File: config.mk
export PLATFORM = sky130hd
export DESIGN_NAME = ifetch_unit
export DESIGN_NICKNAME = d
export VERILOG_FILES = /design/src/rtl/ifetch_unit.sv
export SDC_FILE = /design/constraint.sdc
export NUM_CORES = 1
export LEC_CHECK = 0
export ABC_AREA = 0
export ABC_CLOCK_PERIOD_IN_PS = 5300
export BUFFER_PORTS_ARGS = -buffer_cell sky130_fd_sc_hd__buf_2
export CAP_MARGIN = 30
export CORE_MARGIN = 2
export CORE_UTILIZATION = 57
export CTS_BUF_LIST = sky130_fd_sc_hd__clkbuf_2 sky130_fd_sc_hd__clkbuf_4 sky130_fd_sc_hd__clkbuf_8
export DETAILED_ROUTE_END_ITERATION = 16
export PLACE_DENSITY = 0.86
export REMOVE_ABC_BUFFERS = 1
export SLEW_MARGIN = 20
export SYNTH_ARGS = -nofsm -noshare
export SYNTH_HDL_FRONTEND = slang
export SYNTH_SLANG_ARGS = --single-unit
File: constraint.sdc
create_clock -name clk -period 5.3 [get_ports clk]
set_input_delay 0 -clock clk [delete_from_list [all_inputs] [get_ports clk]]
set_output_delay 0 -clock clk [all_outputs]
set_load 0.1 [all_outputs]
File: src/rtl/ifetch_unit.sv
// Instruction fetch stage: PC register, request/ack fetch FSM, execute strobe and fetch timeout.
// Optional build macro IFETCH_JUMP_EN adds J-type (opcode 000010) next-PC handling.
module ifetch_unit #(
    parameter logic [31:0] RESET_PC   = 32'h0000_0000,
    parameter logic [15:0] WAIT_LIMIT = 16'd255
) (
    input  logic        clk,
    input  logic        rst,
    output logic        imem_req,
    output logic [31:0] imem_addr,
    input  logic        imem_ack,
    input  logic [31:0] imem_rdata,
    output logic [31:0] inst,
    output logic        inst_valid,
    input  logic        stall,
    input  logic        nPC_sel,
    output logic [31:0] pc,
    output logic        fetch_err
);

    typedef enum logic [1:0] {
        IDLE = 2'd0,
        REQ  = 2'd1,
        EXEC = 2'd2,
        HALT = 2'd3
    } state_t;

    localparam logic [31:0] PC_INIT   = {RESET_PC[31:2], 2'b00};
    localparam logic [15:0] LAST_WAIT = WAIT_LIMIT - 16'd1;

    state_t      state, state_nxt;
    logic [15:0] wait_cnt, wait_cnt_nxt;
    logic [31:0] pc_nxt, inst_nxt;
    logic        err_nxt;
    logic        commit;
    logic [31:0] pc4, br_off, target;

    // Handshake outputs are pure state decodes, so they drop the same cycle HALT/EXEC is entered.
    assign imem_req   = (state == REQ);
    assign inst_valid = (state == EXEC);
    assign imem_addr  = pc;
    assign commit     = inst_valid & ~stall;

    assign pc4    = pc + 32'd4;
    assign br_off = {{14{inst[15]}}, inst[15:0], 2'b00};

    always_comb begin
        target = nPC_sel ? (pc4 + br_off) : pc4;
`ifdef IFETCH_JUMP_EN
        // Jump overrides the branch decision.
        if (inst[31:26] == 6'b000010)
            target = {pc4[31:28], inst[25:0], 2'b00};
`endif
    end

    always_comb begin
        state_nxt    = state;
        pc_nxt       = pc;
        inst_nxt     = inst;
        wait_cnt_nxt = wait_cnt;
        err_nxt      = fetch_err;
        case (state)
            IDLE: begin
                state_nxt = REQ;
            end
            REQ: begin
                if (imem_ack) begin
                    inst_nxt     = imem_rdata;
                    wait_cnt_nxt = 16'd0;
                    state_nxt    = EXEC;
                end else if (wait_cnt == LAST_WAIT) begin
                    err_nxt   = 1'b1;
                    state_nxt = HALT;
                end else begin
                    wait_cnt_nxt = wait_cnt + 16'd1;
                end
            end
            EXEC: begin
                if (commit) begin
                    pc_nxt    = target;
                    state_nxt = REQ;
                end
            end
            HALT: begin
                state_nxt = HALT;
            end
            default: begin
                state_nxt = IDLE;
            end
        endcase
    end

    always_ff @(posedge clk) begin
        if (rst) begin
            state     <= IDLE;
            pc        <= PC_INIT;
            inst      <= 32'd0;
            wait_cnt  <= 16'd0;
            fetch_err <= 1'b0;
        end else begin
            state     <= state_nxt;
            pc        <= pc_nxt;
            inst      <= inst_nxt;
            wait_cnt  <= wait_cnt_nxt;
            fetch_err <= err_nxt;
        end
    end

endmodule

---- Word level (Yosys, flattened, before mapping) ----
Cells that the tools add are included.
cells by class
  $add $sub $neg .......................... 3
  eq/ne operators ......................... 7
  mux-type cells .......................... 7
  bitwise gates (word level) .............. 3
  reduce and logical (&&, ||, !) cells .... 6
operators with widths
  operator                                                                 number
  32-bit by 3-bit adder with 32-bit output (second input constant)         1
  32-bit adder                                                             1
  16-bit 2-to-1 mux                                                        2
  32-bit 2-to-1 mux                                                        1
  16-bit by 1-bit adder with 16-bit output (second input constant)         1
  16-bit by 8-bit equality test with 1-bit output (second input constant)  1
  2-bit case mux with 4 select lines                                       1
  2-bit AND reduction                                                      4
  2-bit 2-to-1 mux                                                         3
  2-bit equality test (second input constant)                              2
  3-bit by 1-bit != test with 1-bit output (second input constant)         1
  3-bit AND reduction                                                      1
  2-bit by 1-bit equality test with 1-bit output (second input constant)   1
  2-bit zero test                                                          1
  2-bit by 1-bit != test with 1-bit output (second input constant)         1
  2-bit != test (second input constant)                                    1
  1-bit NOT                                                                2
  1-bit bitwise AND                                                        1
word-level totals
  register bits after elaboration ......... 83
  input port bits ......................... 37
  output and inout port bits .............. 99
  logic and storage cells ................. 31

---- Longest topological paths before layout ----
  depth in word-level cells ............... 4
  gate-level depth with buffers ........... 18
  mapped depth without buffers ............ 17

---- Worst setup path after synthesis ----
OpenSTA, ideal clock, no wires.
  kind .................................... register to register
  start point ............................. register pc[4] (netlist: imem_addr[4])
  end point ............................... register pc[31] (netlist: imem_addr[31])
  setup time .............................. 0.123 ns
  data arrival time ....................... 4.668 ns
  data required time ...................... 5.177 ns
  path slack .............................. 0.509 ns
  cell stages (with the launch flop) ...... 18
  buffers on the path ..................... 0
  clock period less this slack ............ 4.791 ns
  cells stage by stage .................... dfxtp_1 -> and4_1 -> and2_1 -> nand3_4 -> nor3_2 -> nand2_1 -> nor3_1 -> xor2_1 -> ha_1 -> and2_1 -> a221o_1 -> a21oi_1 -> o21ai_1 -> xor2_1 -> a32o_1 -> o21ai_2 -> mux2i_1 -> mux2_1
on the way
  cells in the longest elaborated chain, start to end .. 3
RTL lines
  item                                          RTL line  text
  start: declaration                            17        output logic [31:0] pc,
  start signal: assignment                      102       pc <= pc_nxt;
  32-bit by 3-bit adder with 32-bit output (*)  44        assign pc4 = pc + 32'd4;
  32-bit adder                                  48        target = nPC_sel ? (pc4 + br_off) : pc4;
  32-bit 2-to-1 mux (*)                         48
Every way passes the cells marked *; elsewhere a longest branch is shown, timed or not.
A chain may end at the register's enable or synchronous reset.

---- Final worst setup path ----
  start point ............................. register pc[5] (netlist: imem_addr[5])
  end point ............................... register pc[31] (netlist: imem_addr[31])
Same word-level chain as after synthesis.

==> flow_summary.json <==
{
  "path_buf_inv": 0,
  "critical-path-max-stage-delay_ns": 0.44,
  "antenna_found_initial": 0,
  "synthFlopType": "dfxtp_1",
  "p_leak_uw": 0.00331,
  "clockPowerShare": 0.313,
  "finalInstanceArea_um2": 7060,
  "synth.ff_latch_count": 81,
  "grt_max_degree": 50,
  "dp_hpwl_um": 11300,
  "synthTopCellsByCount": "113 x nand2_1, 91 x a21oi_1, 81 x dfxtp_1",
  "power.internal_uw": 954,
  "clock_skew_ns": 0.0149,
  "ys_warn_count": 0,
  "ys_top_cells_by_area": "dfxtp_1 27%, ha_1 8.0%, a21oi_1 7.5%",
  "synth-xor-area-share": 0.0693,
  "wl_per_cell_um": 16.0,
  "ir_drop_v": 0.000248,
  "synth_cells": 802,
  "place_congestion": 0.956,
  "final_nets": 990,
  "die-area_um2": 11500,
  "via_per_inst": 5.93,
  "drv_cap": 0,
  "fp.dieW_um": 107,
  "drt_pre_antenna_iters": 5,
  "grtUsageTotal": 0.297,
  "crit_family": "simple AND/OR/NAND/NOR gates",
  "clockRootBuffer": "clkbuf_8",
  "dpl-instance-area_um2": 6510,
  "drive_above_1_share": 0.193,
  "path_cells": "and4_1 > and2_1 > nand3_4 > nor3_2 > nand2_1 > nor3_1 > xor2_1 > ha_1 > and2_1 > a221o_1 > a21oi_1 > o21ai_1 > xor2_1 > a32o_1 > o21ai_2 > mux2i_1 > mux2_1",
  "area_delta_synth_final_pct": 16.4,
  "netlist_area_um2": 6060,
  "max_slew.worst_pin.slew_ns": 0.824,
  "num_rows": 37,
  "p_sw_uw": 558,
  "synth_compound_area_frac": 0.249,
  "switching_share": 0.369,
  "crit_fanout": 7,
  "critPathSlowestCell": "dfxtp_1",
  "final_cells": 1053,
  "status": "completed",
  "clkTransAtPathRegs_ns": 0.09,
  "power_frac_seq": 0.427,
  "dr.first_iter.drc_count": 475,
  "drc_errors": 0,
  "yosysSeqAreaShare": 0.267,
  "fmaxAchievable_ghz": 0.229,
  "first_global_vias": 5900,
  "cp.required_ns": 5.56,
  "synth_cell_type_count": 72,
  "synth_top_cell_by_area": "dfxtp_1",
  "rsz0062_at_grt": "no",
  "ant_nets": 0,
  "synth_top_area_frac": 0.267,
  "cts_num_sinks": 81,
  "startpoint_type": "register",
  "final_util": 0.684,
  "slew_viol_final": 0,
  "fin_setup_tns_ns": 0,
  "vias": 6246,
  "hold_path.class": "in -> reg",
  "clock_latency_ns": 0.38,
  "grt_overflow": 0,
  "initial_core_util": 0.587,
  "setup-violations-final": 0,
  "powerDensity_nw_per_um2": 214,
  "synth_top_family_by_area": "compound AO/OA/AOI/OAI gates",
  "cts.path.max_buffers": 2,
  "hold_viol": 0,
  "combPwrFrac": 0.260,
  "ios": 136,
  "yosysMostFrequentCell": "nand2_1",
  "crit_path_end_kind": "register",
  "htree_levels": 3,
  "grt_pass1_wl_um": 27700,
  "cts_buffers": 9,
  "yosys.area_share.simple": 0.235,
  "die_h_um": 107,
  "synthArstFlopShare": 0,
  "antenna_cells": 0,
  "place_inst": 1004,
  "slew_headroom": 0.451,
  "worst-setup-path-type": "reg -> reg",
  "synthMuxAreaShare": 0.0120,
  "arrival_ns": 4.62,
  "synth-edff-count": 0,
  "core-area_um2": 10300,
  "synth.avg_cell_area_um2": 7.56,
  "cts_tree": "built",
  "routed_wl_um": 16800,
  "synthAdderAreaFrac": 0.0838,
  "io_buffers": 131,
  "fin_crit_ns": 4.36,
  "timing.final.crit_share": 0.822,
  "hold_slack_ns": 0.0729
}
==> metrics by stage <==
step | power, µW | setup WS [ns]
3_3_place_gp | 1020 | 1.14
5_1_grt | 1560 | 0.524
3_5_place_dp | 1020 | 0.984
6_report | 1510 | 0.941
2_1_floorplan | 939 | -0.312
4_1_cts | 1500 | 0.950
==> cells in the final DEF (no fill, tap or decap), types with 4 or more instances in the layout <==
cell / Yosys / routed
xor2_1: 28 / 28
buf_2: 0 / 131
o21ai_1: 15 / 14
clkbuf_8: 1 / 10
o211ai_1: 8 / 8
and3_1: 15 / 15
dlygate4sd3_1: 0 / 33
or3_1: 8 / 8
dfxtp_1: 81 / 81
and4_1: 5 / 5
nor3_1: 15 / 15
and2_1: 8 / 8
a21o_1: 18 / 18
nor2_1: 67 / 67
mux2i_1: 5 / 5
nand3_1: 26 / 26
a31oi_1: 17 / 17
nand4_1: 10 / 10
conb_1: 1 / 4
a22oi_1: 9 / 9
nand2_1: 113 / 113
inv_1: 13 / 13
ha_1: 39 / 39
nor2b_1: 6 / 5
a21oi_1: 91 / 91
a211oi_1: 15 / 15
xnor2_1: 20 / 20
o21ai_0: 35 / 35
o22ai_1: 4 / 4
==> repair_timing <==
item | in CTS | in global routing
endpoints found under the hold margin | 34 | 0
setup buffers | 0 | 0
gates resized for setup | 0 | 0
hold buffers | 33 | 0
==> power by group through the flow <==
stage               registers [µW]  logic (µW)  clock network [µW]
floorplan                      810         128                   0
global placement               660         358                   0
detailed placement             661         362                   0
CTS                            647         382                 475
global route                   649         416                 499
finish                         646         393                 473
==> layout make-up <==
class	count	area, µm²
clock buffer	11	145
clock inverter	4	53.8
fill	874	3270
inverter	14	52.6
multi-input combinational	637	3960
sequential	81	1620
tap	136	170
timing repair buffer	170	1050
==> worst paths after layout <==
kind	start	endpoint	slack (ns)	cells after the start
worst min-delay path	imem_ack	wait_cnt[7]$_SDFFE_PP0P_	0.07	4
worst max register to register	imem_addr[5]$_SDFFE_PP0P_	imem_addr[31]$_SDFFE_PP0P_	0.94	17
worst max-delay path	imem_addr[5]$_SDFFE_PP0P_	imem_addr[31]$_SDFFE_PP0P_	0.94	17
worst min register to register	inst[22]$_SDFFE_PP0P_	inst[22]$_SDFFE_PP0P_	0.46	2
==> registers in the layout (all words and copies together) (netlist names) <==
| name | flops |
|---|---|
| wait_cnt | 16 |
| fetch_err | 1 |
| inst | 32 |
| imem_addr | 30 |
| state | 2 |
==> kinds of logic (layout without fill, tap and decap cells) <==
| group | count (synthesis) | count (layout) |
|---|---|---|
| AOI/OAI and AO/OA | 242 | 242 |
| DFF | 81 | 81 |
| xor gates and xnor gates | 48 | 48 |
| buffers and inverters | 87 | 199 |
| adders and majority gates | 40 | 40 |
| other | 1 | 4 |
| muxes | 7 | 7 |
| and+or+nand+nor | 296 | 296 |
==> metal layers <==
layer  GRT usage  share of wire  wire length, µm
met5           0              0                0
met4       0.106          0.021              346
met3      0.0754          0.080             1350
met2       0.486           0.47             7900
met1       0.377           0.43             7250
==> worst min-delay path: cells and delay by family <==
family | cells | cell delay (ns)
buf+inv | 1 | 0.11
simple gates | 2 | 0.23
compound gates | 1 | 0.06
Note: power is estimated with default switching activity, not from simulation.
